===== src/rtl/serial_add_controller.sv =====
// Bit-serial add controller: shifts parallel operands LSB-first into an external serial adder and reassembles the sum.
// Optional macro SERIAL_ADD_BACK_TO_BACK_EN lets a new word be accepted during the last-bit cycle.
module serial_add_controller #(
  parameter int WIDTH = 8
) (
  input  logic             clk,
  input  logic             rst,
  input  logic             in_valid,
  output logic             in_ready,
  input  logic [WIDTH-1:0] in_a,
  input  logic [WIDTH-1:0] in_b,
  output logic             ser_a,
  output logic             ser_b,
  output logic             ser_clear,
  output logic             ser_valid,
  output logic             ser_last,
  input  logic             ser_sum,
  output logic             out_valid,
  output logic [WIDTH-1:0] out_sum
);

  localparam int CW = (WIDTH > 1) ? $clog2(WIDTH) : 1;
  localparam logic [CW-1:0] LAST_BIT = CW'(WIDTH - 1);

  typedef enum logic {IDLE, SHIFT} state_t;

  state_t           state, state_next;
  logic [CW-1:0]    cnt;
  logic [WIDTH-1:0] sh_a, sh_b;
  logic [WIDTH-2:0] res;
  logic [WIDTH-1:0] res_next;
  logic             last_bit;
  logic             accept;

  always_comb begin
    last_bit = (state == SHIFT) && (cnt == LAST_BIT);
`ifdef SERIAL_ADD_BACK_TO_BACK_EN
    in_ready = !rst && ((state == IDLE) || last_bit);
`else
    in_ready = !rst && (state == IDLE);
`endif
    accept    = in_valid && in_ready;
    ser_clear = accept;
    // Outputs are gated by rst because reset is synchronous and state may still read SHIFT.
    ser_valid = !rst && (state == SHIFT);
    ser_last  = !rst && last_bit;
    ser_a     = ser_valid && sh_a[0];
    ser_b     = ser_valid && sh_b[0];
    // res holds bits 0..k-1 MSB-aligned; prepending the live bit forms the next window.
    res_next  = {ser_sum, res};
  end

  always_comb begin
    state_next = state;
    case (state)
      IDLE:    if (accept) state_next = SHIFT;
      SHIFT:   if (last_bit) state_next = accept ? SHIFT : IDLE;
      default: state_next = IDLE;
    endcase
  end

  always_ff @(posedge clk) begin
    if (rst) begin
      state     <= IDLE;
      cnt       <= '0;
      sh_a      <= '0;
      sh_b      <= '0;
      res       <= '0;
      out_valid <= 1'b0;
      out_sum   <= '0;
    end else begin
      state     <= state_next;
      out_valid <= ser_last;
      if (accept) begin
        sh_a <= in_a;
        sh_b <= in_b;
        cnt  <= '0;
      end else if (ser_valid) begin
        sh_a <= sh_a >> 1;
        sh_b <= sh_b >> 1;
        cnt  <= last_bit ? '0 : cnt + CW'(1);
      end
      if (ser_valid) res <= res_next[WIDTH-1:1];
      if (ser_last) out_sum <= res_next;
    end
  end

endmodule


===== config.mk =====
export PLATFORM = sky130hd
export DESIGN_NAME = serial_add_controller
export DESIGN_NICKNAME = d
export VERILOG_FILES = /design/src/rtl/serial_add_controller.sv
export SDC_FILE = /design/constraint.sdc
export NUM_CORES = 1
export LEC_CHECK = 0
export CAP_MARGIN = 30
export CORE_MARGIN = 3
export CORE_UTILIZATION = 45
export DETAILED_ROUTE_END_ITERATION = 7
export GPL_TIMING_DRIVEN = 0
export PLACE_DENSITY = 0.73
export SLEW_MARGIN = 25
export SYNTH_ARGS = -nofsm -noshare
export SYNTH_HDL_FRONTEND = slang
export SYNTH_SLANG_ARGS = --single-unit
export TNS_END_PERCENT = 10

===== constraint.sdc =====
create_clock -name clk -period 1.5 [get_ports clk]
set_input_delay 0.225 -clock clk [delete_from_list [all_inputs] [get_ports clk]]
set_output_delay 0.225 -clock clk [all_outputs]
set_load 0.02 [all_outputs]

After elaboration in Yosys (flattened, before gate mapping):

Index checks and enable logic that the tools add are counted.

* add/subtract/negate cells: 1
* equality and inequality tests: 1
* mux-type cells: 8
* bitwise operators: 1
* reductions and logical operators: 10

Operator list (number)
* $mux W8: 4
* $logic_and A1 B1 Y1: 7
* $add A3 B1 Y3 const B: 1
* $eq A3 B3 Y1 const B: 1
* $mux W3: 1
* $mux W1: 2
* $pmux W1 S2: 1
* $reduce_bool A2 Y1: 1
* $reduce_or A2 Y1: 1
* $logic_not A1 Y1: 1
* $not A1 Y1: 1

* register bits: 36
* word-level logic and storage cells: 28

Logic depth before layout (Yosys ltp):

* word-level depth: 6
* mapped depth: 5

Worst setup path before layout:

No wires, ideal clock.

* path type: register to output
* from: register state
* to: output port ser_clear
* data arrival time: 1.229 ns
* data required time: 1.275 ns
* setup slack: 0.046 ns
* stages on the path, launching flop included: 5
* buffers on the path: 2
* path through: dfxtp_1 > buf_6 > buf_4 > nor2_1 > and2_1

* longest elaborated chain between the ends: 3

RTL lines
* from (decl): line 27 `state_t state, state_next;`
* from (signal assigned): line 72 `state <= state_next;`
* $not A1 Y1
* $logic_and A1 B1 Y1: line 40 `in_ready = !rst && (state == IDLE);`
* named net in_ready: line 9 `output logic in_ready,`
* $logic_and A1 B1 Y1: line 42 `accept = in_valid && in_ready;`
* to (decl): line 14 `output logic ser_clear,`

The timed path passes the listed nets, and every way through them passes these cells.

Final worst setup path:

* from: register cnt[0]
* to: output port ser_last

* longest elaborated chain between the ends: 3

RTL lines
* from (decl): line 28 `logic [CW-1:0] cnt;`
* from (signal assigned): line 81 `cnt <= last_bit ? '0 : cnt + CW'(1);`
* $eq A3 B3 Y1: line 36 `last_bit = (state == SHIFT) && (cnt == LAST_BIT);`
* $logic_and A1 B1 Y1: line 36
* $logic_and A1 B1 Y1: line 46 `ser_last = !rst && last_bit;`
* to (decl): line 16 `output logic ser_last,`

No other way between the ends.

==> impl_results.md <==
- Status: finished, violations left
- Violated checks: setup timing
- PD cells: around 900 mW/mm^2
- Die width: 64.96 um
- Initial antenna violation count: 0
- Synth Area per Inst: 10.03 um^2
- CP Capture Type: output port
- Share of Yosys cell area claimed by the top area cell type: 0.4608
- VDD IR max: 0.5462 mV
- WL/cell: 13.92 um
- Leading area contributor after synthesis: dfxtp_1
- Part of the power in registers: 0.554
- N_diodes: 0
- Die footprint: 0.004219 mm^2
- Buf+Inv Stages, Crit Path: 2
- Flops & latches, synth: 36
- Initial core utilization: 0.4921
- # setup viols final: 4
- Hold Path Class: in -> reg
- Combinational Power Share: 0.153
- Global-route wire length before repair: slightly below 6000 um
- Vias/cell: 5.123
- DR iter-0 viols: 42
- Top_reg_cell synth: dfxtp_1
- Crit-path cells: ha_4 -> ha_4 -> buf_8 -> and2_4 -> buf_6
- Setup slack after layout: -0.09176 ns
- Clock sinks: 36
- DP HPWL: 2282 um
- DR pass1 iterations: 4
- Max_cap viols: 0
- Pins over their slew limit: 0
- Via count: 1,250
- Placed inst area: ~0.0019 mm^2
- Total grt overflow: 0
- RSZ-0062 raised after global routing: yes
- Pre-CTS setup slack: -0.5125 ns
- Most frequent cell after synthesis: dfxtp_1
- ANT nets after route: 0
- Max transition margin: 0.6614
- Number of enable flip-flop cells after synthesis: 0
- Post-synth top cells: dfxtp_1, mux2i_1, a211oi_1, nor2b_1, a21oi_1
- CTS HTree Levels: 2
- Total Routing Usage GR: 0.1813
- Num CTS Buffers: 5
- Rows: 20
- # fillers: 275
- Synth cell types: 22
- Largest net degree at the start of global routing: 11
- Worst Max-Slew Pin Slew: 0.5079 ns
- Final hold violation count: 0
- Post-route cell area: between 0.002 and 0.0025 mm^2
- Sw frac: 0.2546
- Die height: roughly 65 um
- CTS tree: yes
- Synth Cell Area: 0.001564 mm^2
- WP data arrival: between 1 and 1.5 ns
- Required time of the critical path: 1.27 ns
- CP dominant cell by count: ha_4
- Tcrit/Tclk final: 1.061
- Period minus WS final: 1.592 ns
- Finished Layout Cells: between 200 and 250
- Storage cell area: 724.4 um^2
- Crit start category: register
- Area grow syn2layout: 32.40%
- CTS root buf: clkbuf_4
- Port Buf Inserts: 33
- Setup Skew: between 0.01 and 0.015 ns
- Vias in the first global route: 1,184
- Fmax: 0.6282 GHz
- Setup CP Type: reg -> out
- Dpl cells: 233
- Register area share after synthesis: 0.4608
- Crit-path max cell delay: 0.35 ns
- Multi-input logic area: 804.5 um^2
- Total I/O pin count: 35
- Drt total wl: 3397 um
- Part of the power in the clock network: 0.294
- Core area: 0.003178 mm^2
- GP Congestion: 0.7263
- Delay-heaviest family, CP: flip-flops
- Hold-fix buffer count after cts: 0
- # nets final: 221
- CP max FO: 3
- Crit path max-delay cell type: dfxtp_2
- Post-synth ARST share: 0
- # DRC: 0
- Clk buf depth: 2
- Yosys warnings: 0
- Synth Net Count: 178
- Net Switching: around 0.47 mW
- Synthesized instance count: 156
- Reported leakage power: ~0.87 nW
- Area contributors post-synth: dfxtp_1, mux2i_1, a211oi_1
- P_int: 1.386 mW
- Clock slew at reported path FFs: about 0.11 ns
- Share of post-route cells with drive strength above 1: 0.2000
- Clock latency on the worst-skew pair: between 0.3 and 0.4 ns
[area by class of cell]
| cell class | instances | share of cell area |
|---|---|---|
| buffer | 14 | 0.04713 |
| clock buffer | 8 | 0.02840 |
| inverter | 1 | 0.001813 |
| multi-input combinational | 105 | 0.3885 |
| sequential | 36 | 0.3498 |
| tap | 44 | 0.02659 |
| timing repair buffer | 36 | 0.1577 |
[registers in the layout, summed over array words and instances (netlist names)]
name / count
out_valid: 1
sh_a: 8
out_sum: 8
res: 7
sh_b: 8
state: 1
cnt: 3
[power groups by stage]
stage                     Sequential, mW  Combinational, mW  Clock (mW)
after floorplan                     1.04              0.170           0
after global placement              1.05              0.259           0
after detailed placement            1.05              0.266           0
after CTS                           1.03              0.271       0.558
after global routing                1.04              0.311       0.628
final                               1.03              0.284       0.546
[cell families after synthesis]
kind of cell / after synthesis / synth area share
AND/OR/NAND/NOR: 46 / 0.1696
buffers and inverters: 15 / 0.04960
adder cells (fa/ha/maj): 2 / 0.01600
multiplexers: 23 / 0.1472
flip-flops: 36 / 0.4608
AO/OA/AOI/OAI: 34 / 0.1568
[layer usage]
layer	track usage	routed length, um	part of all wire
met1	0.2312	1626	0.48
met2	0.2720	1499	0.44
met3	0.06239	200	0.059
met4	0.08707	70	0.021
met5	0	0	0
[per-stage QoR]
| stage | TNS [ns] | hold slack [ns] | utilization | total power [mW] |
|---|---|---|---|---|
| 2_1_floorplan | 0 | 0.3722 | - | 1.214 |
| 6_report | -0.2434 | 0.2025 | 0.6516 | 1.859 |
| 5_1_grt | -0.5700 | 0.1962 | 0.6516 | 1.975 |
| 4_1_cts | -0.4592 | 0.1820 | 0.6441 | 1.859 |
| 3_3_place_gp | -1.420 | 0.4587 | 0.6134 | 1.308 |
| 3_5_place_dp | -1.496 | 0.4657 | 0.6134 | 1.316 |
[worst paths after layout]
path / from / to / slack [ns] / cells past startpoint
setup / recovery: cnt[0]$_SDFFE_PP0P_ / ser_last / -0.09 / 5
hold / removal: rst / sh_b[2]$_SDFFE_PP0P_ / 0.20 / 2
setup reg to reg: cnt[1]$_SDFFE_PP0P_ / out_sum[1]$_SDFFE_PP0P_ / 0.08 / 5
hold reg to reg: res[0]$_SDFFE_PP0P_ / out_sum[0]$_SDFFE_PP0P_ / 0.48 / 2
[worst register-to-register path, stage by stage (launching register included)]
cell and delay (ns):
dfxtp_2 0.37, ha_4 0.14, ha_4 0.14, clkbuf_1 0.37
a21bo_2 0.21, a21oi_1 0.06
[placed cells by master, fill, tap and decap left out, types with 5 or more instances in the layout]
master	netlist	routed
buf_4	3	6
nand3_1	8	8
nor2_1	8	7
clkbuf_4	0	5
clkdlybuf4s50_1	0	18
a211oi_1	14	14
mux2i_1	23	23
a21bo_2	8	8
a21oi_1	12	12
buf_2	2	5
clkbuf_1	8	9
nor2b_1	14	14
dfxtp_1	36	33
dlygate4sd2_1	0	9
[repair_timing]
item,4_1_cts,5_1_grt
gates resized for setup,49,8
pin swaps,0,1
setup buffers,2,1
endpoints found under the setup margin,15,6
endpoints found under the hold margin,0,0
gates cloned,0,0
Power figures use the tool's default switching activity.
